### config.mk
export PLATFORM = sky130hd
export DESIGN_NAME = freq_meas_seq
export DESIGN_NICKNAME = d
export VERILOG_FILES = /design/src/rtl/freq_meas_seq.sv
export SDC_FILE = /design/constraint.sdc
export NUM_CORES = 1
export LEC_CHECK = 0
export ABC_AREA = 1
export CAP_MARGIN = 30
export CORE_ASPECT_RATIO = 1.1
export CORE_MARGIN = 3
export CORE_UTILIZATION = 49
export CTS_CLUSTER_SIZE = 30
export DETAILED_ROUTE_END_ITERATION = 7
export PLACE_DENSITY = 0.74
export SETUP_SLACK_MARGIN = 0.05
export SLEW_MARGIN = 20
export SYNTH_ARGS = -nofsm -noshare
export SYNTH_HDL_FRONTEND = slang
export SYNTH_SLANG_ARGS = --single-unit
### constraint.sdc
create_clock -name clk -period 1.8 [get_ports clk]
set_input_delay 0.36 -clock clk [delete_from_list [all_inputs] [get_ports clk]]
set_output_delay 0.36 -clock clk [all_outputs]
set_load 0.05 [all_outputs]
### src/rtl/freq_meas_seq.sv
// freq_meas_seq: gate/latch/clear sequencer for the frequency meter with start/busy/done handshake.
// Optional FMS_AUTO_REPEAT_EN adds a repeat_en input that chains DONE straight back into GATE.
module freq_meas_seq #(
   parameter int GATE_CYC   = 8,
   parameter int SETTLE_CYC = 1,
   parameter int HOLD_CYC   = 3,
   parameter int CNT_W      = 8
) (
   input  logic       clk,
   input  logic       rst_n,
   input  logic       start,
   input  logic       abort,
   input  logic       cnt_ovf,
`ifdef FMS_AUTO_REPEAT_EN
   input  logic       repeat_en,
`endif
   output logic       enb,
   output logic       lock,
   output logic       clr,
   output logic       busy,
   output logic       done,
   output logic       ovf_err,
   output logic [2:0] phase
);
   typedef enum logic [2:0] {IDLE, GATE, SETTLE, LATCH, HOLD, CLEAR, DONE} state_t;
   localparam logic [CNT_W:0] G_LAST = (CNT_W+1)'(GATE_CYC - 1);
   localparam logic [CNT_W:0] S_LAST = (CNT_W+1)'(SETTLE_CYC - 1);
   localparam logic [CNT_W:0] H_LAST = (CNT_W+1)'(HOLD_CYC > 0 ? HOLD_CYC - 1 : 0);
   state_t state, state_nx;
   logic [CNT_W-1:0] cnt;
   logic aborted, ovf_seen, last, rep;
`ifdef FMS_AUTO_REPEAT_EN
   assign rep = repeat_en;
`else
   assign rep = 1'b0;
`endif
   // exit compare on len-1 in CNT_W+1 bits so a full 2**CNT_W length never wraps
   assign last = {1'b0, cnt} == (state == GATE ? G_LAST : state == SETTLE ? S_LAST : H_LAST);
   always_comb begin
      state_nx = state;
      unique case (state)
         IDLE:    state_nx = start && !abort ? GATE : IDLE;
         GATE:    state_nx = abort ? CLEAR : last ? SETTLE : GATE;
         SETTLE:  state_nx = abort ? CLEAR : last ? LATCH : SETTLE;
         LATCH:   state_nx = abort || HOLD_CYC == 0 ? CLEAR : HOLD;
         HOLD:    state_nx = abort || last ? CLEAR : HOLD;
         CLEAR:   state_nx = aborted ? IDLE : DONE;
         DONE:    state_nx = rep && !abort ? GATE : IDLE;
         default: state_nx = IDLE;
      endcase
   end
   always_ff @(posedge clk or negedge rst_n) begin
      if (!rst_n) begin
         state    <= IDLE;
         cnt      <= '0;
         aborted  <= 1'b0;
         ovf_seen <= 1'b0;
         ovf_err  <= 1'b0;
      end else begin
         state <= state_nx;
         cnt   <= state_nx == state && state inside {GATE, SETTLE, HOLD} ? cnt + 1'b1 : '0;
         if (state_nx == GATE && state != GATE) begin
            aborted  <= 1'b0;
            ovf_seen <= 1'b0;
         end else begin
            if (abort && state inside {GATE, SETTLE, LATCH, HOLD}) aborted <= 1'b1;
            if (cnt_ovf && state inside {GATE, SETTLE}) ovf_seen <= 1'b1;
         end
         if (state_nx == DONE && state != DONE) ovf_err <= ovf_seen;
      end
   end
   assign enb   = state == GATE;
   assign lock  = state == LATCH;
   assign clr   = state == CLEAR;
   assign busy  = state inside {GATE, SETTLE, LATCH, HOLD, CLEAR};
   assign done  = state == DONE;
   assign phase = state;
endmodule

==> flow_results.org <==
** Floorplan
- Width of the die :: 45.67 um
- Vertical extent of the die :: 49.64 um
- Area of the die :: 2267 sq um
- Count of standard-cell rows :: 15
- Starting utilization of the core area :: 0.5318
- During I/O placement, the number of pins put on the boundary was 14.
- Core area :: 1595 sq um

** Synthesis
- The synthesized netlist occupies a cell area of 848.3 sq um.
- Primary FF master, synth :: sky130_fd_sc_hd__dfrtp_1
- For this run, the register share of the synthesized area comes to 0.4130.
- Of all flip-flops after synthesis, the portion carrying an async set or reset was 1.000.
- Counting every net in the synthesized netlist gives 112.
- Synthesis inferred 14 register bits.
- After synthesis, the netlist uses 22 different library cells.
- Cell types with the largest area share after synthesis :: sky130_fd_sc_hd__dfrtp_1, sky130_fd_sc_hd__nand2_1, sky130_fd_sc_hd__nor2_2
- Avg Cell Area, Syn :: 8.003 sq um
- Fraction of synthesized cell area taken by the top area cell type :: 0.4130
- The Yosys step of the flow raised 0 warnings.
- Of all cell types, the one taking the most synthesized area is sky130_fd_sc_hd__dfrtp_1.
- The cell count after synthesis came out at 106.
- Counting flops with a built-in enable in the synthesized netlist gives 0.

** Worst setup path
- Cell with the biggest individual delay on the critical path :: sky130_fd_sc_hd__dfrtp_2
- Largest fanout on the critical path :: 5
- At the worst endpoint, the arrival time is 1370 ps.
- STA classifies the critical path startpoint as a flip-flop.
- Length in cells of the worst reg-to-reg path :: 11
- Critical path cell sequence :: buf_4 -> nor3_2 -> buf_12
- STA puts the critical path data required time at 1440 ps.
- Endpoint type of the worst setup path :: primary output
- Together, buffers and inverters on the worst path number 2.
- Kind of cell adding the most delay to the critical path :: flip-flops
- In this run the number of cells on the critical path is 3.
- In this design, the stage delay of the slowest critical-path cell is 490 ps.
- Critical setup path kind :: reg2out

** Placement
- IO buf count :: 13
- Final HPWL from detailed placement :: 1.363 mm
- The congestion estimate from routability-driven global placement came to 0.9160.

** Global route
- Overall global routing resource usage :: 0.1948
- Met3 capacity usage during global routing :: 0.04380
- Maximum number of pins on one net before global-route repair :: 15
- The number of global-route vias before repair is 773.
- Met1 track demand over resource in global routing :: 0.2128
- met2 is the most crowded layer.
- The initial antenna violation count came to 0.
- Summed over all layers, the global routing overflow is 0.
- Wire length of the first global-routing pass :: 3.215 mm
- In the global route stage, met2 resource usage came out at 0.3465.

** Finish
- In the final design database the tool counted 137 nets.
- In the final layout, the share of cells above drive strength 1 is 0.4462.
- The area growth from synthesis to layout is 43.51%.
- The number of antenna diodes in the final layout is 0.

** Clock tree
- CTS saw 14 sinks.
- Number of CTS-inserted buffers :: 3
- After clock tree synthesis, the clock-pin slew on the worst setup and hold paths is 90 ps.
- The clock reaches the later pin of the worst-skew pair after 280 ps.
- After clock tree synthesis, the flow added hold-fix buffers numbering 0.
- CTS Buffer Depth :: 2
- H-tree depth :: 1
- CTS placed an instance of sky130_fd_sc_hd__clkbuf_4 at the clock tree root.
- TritonCTS clock tree :: done

** Run status
- Outcome :: complete, no violations

** Drt
- In the final routed layout, each cell accounts on average for 13.17 um.
- Starting DRT DRC Count :: 14
- For this run, design rule violations remaining after detail routing come to 0.
- Total number of vias :: 789
- Before antenna repair, the detailed router went through 4 iterations.
- The routed design has 1.936 mm of wire.
- Number of nets still failing antenna checks after routing :: 0
- Post-detailed-route via-to-cell ratio :: 5.367

** Power and ir drop
- In this run the power density over the cells is 1878 nW/um^2.
- The worst-case IR drop observed on VDD is 1.348 mV.
- Total power for the finished layout comes to 2.286 mW.
- Leak pwr :: 0.5621 nW

** Flow run
- MaxCap Viol Count :: 0

** Timing
- RSZ-0062 raised after global routing :: yes
- Worst Hold Slack :: 390.0 ps
- For this run, the top clock speed supported by timing is 579.2 MHz.
- Slew @ Worst Pin :: 408.5 ps
- Final number of hold-violating endpoints :: 0
- Setup total negative slack on the finished layout was measured at 0 ps.
- Of the available clock period, the critical path in the final layout requires 0.9592.
- Final period demand of the worst path :: 1726 ps
- The count of pins over their slew limit came to 0.
- Tightest slew margin relative to the limit :: 0.7256
- Between clock sinks in the finished design, the worst skew comes to 6.078 ps.
- Setup violations remaining at the end of the flow were counted as 0.

** Worst hold path
- The path class of the tightest hold or removal check is in2async.
area by class of cell:
cell class                 count  area [sq um]
timing repair buffer          20         226.5
fill                         116         377.9
clock buffer                   4         36.28
tap                           17         21.27
multi-input combinational     76         491.7
sequential                    14         354.1
inverter                      16         87.58
cell usage after synthesis, types with 3 or more instances:
master / count
sky130_fd_sc_hd__inv_2: 3
sky130_fd_sc_hd__inv_1: 12
sky130_fd_sc_hd__nand3_2: 3
sky130_fd_sc_hd__nor2_2: 9
sky130_fd_sc_hd__xor2_1: 4
sky130_fd_sc_hd__nand4_1: 5
sky130_fd_sc_hd__nand2_2: 3
sky130_fd_sc_hd__dfrtp_1: 14
sky130_fd_sc_hd__nand3_1: 5
sky130_fd_sc_hd__nor2_1: 12
sky130_fd_sc_hd__nand2_1: 20
through the flow:
stage,worst slack [ps],cells,utilization,instance area [sq um]
6_report,73.52,147,0.7631,1217
5_1_grt,-16.03,147,0.7631,1217
4_1_cts,28.70,145,0.7200,1149
3_5_place_dp,72.45,137,0.6737,1075
3_3_place_gp,104.1,137,0.6737,1075
2_1_floorplan,56.40,106,-,875.8
state kept, by name, indices dropped and copies added (netlist names):
register / flops
aborted: 1
ovf_err: 1
phase: 3
ovf_seen: 1
cnt: 8
timing repair:
item,4_1_cts,5_1_grt
gates cloned,0,0
buffers inserted,4,2
resized for setup,3,15
pin swaps,1,6
endpoints found under the setup margin,1,11
power breakdown:
group	leakage [nW]	internal [mW]	switching, mW	total [mW]
Sequential	0.180	0.399	0.110	0.509
Clock	0.0210	0.123	0.105	0.228
Combinational	0.361	0.620	0.929	1.55
kinds of logic (layout without fill, tap and decap cells):
family | Yosys count | count (layout) | share of synthesized area
AND/OR/NAND/NOR | 62 | 62 | 0.3776
buffers and inverters | 16 | 40 | 0.08702
flip-flops | 14 | 14 | 0.4130
AO/OA/AOI/OAI | 7 | 7 | 0.04573
XOR/XNOR | 6 | 6 | 0.06195
adder cells (fa/ha/maj) | 1 | 1 | 0.01475
cells in the final DEF, fill, tap and decap left out, types with 3 or more instances in the layout:
cell	n
sky130_fd_sc_hd__xor2_1	4
sky130_fd_sc_hd__clkdlybuf4s50_1	4
sky130_fd_sc_hd__nand2_1	14
sky130_fd_sc_hd__dfrtp_1	11
sky130_fd_sc_hd__buf_4	10
sky130_fd_sc_hd__inv_1	10
sky130_fd_sc_hd__nor2_1	10
sky130_fd_sc_hd__buf_12	5
sky130_fd_sc_hd__nand4_1	5
sky130_fd_sc_hd__nor2_4	3
sky130_fd_sc_hd__nor2_2	9
sky130_fd_sc_hd__nand2_2	9
sky130_fd_sc_hd__dfrtp_2	3
sky130_fd_sc_hd__clkbuf_4	3
sky130_fd_sc_hd__nand3_1	3
sky130_fd_sc_hd__nand3_4	3
path summary, 6_finish.rpt:
kind / start / to / slack, ps
min in group clk: ovf_err$_DFFE_PN0P_ / ovf_err$_DFFE_PN0P_ / 490
worst max-delay path: phase[0]$_DFF_PN0_ / done / 70
worst min-delay path: rst_n / phase[2]$_DFF_PN0_ / 390
worst max register to register: phase[1]$_DFF_PN0_ / cnt[2]$_DFF_PN0_ / 170
max in group asynchronous: rst_n / phase[0]$_DFF_PN0_ / 1210
worst min register to register: ovf_err$_DFFE_PN0P_ / ovf_err$_DFFE_PN0P_ / 490
per-layer routing:
| layer | vias up | routed length (um) |
|---|---|---|
| met2 | 18 | 1099 |
| met3 | 4 | 75 |
| met4 | 0 | 28 |
| met5 | - | 0 |
| met1 | 381 | 733 |
| li1 | 386 | - |
Note: power is estimated with default switching activity, not from simulation.
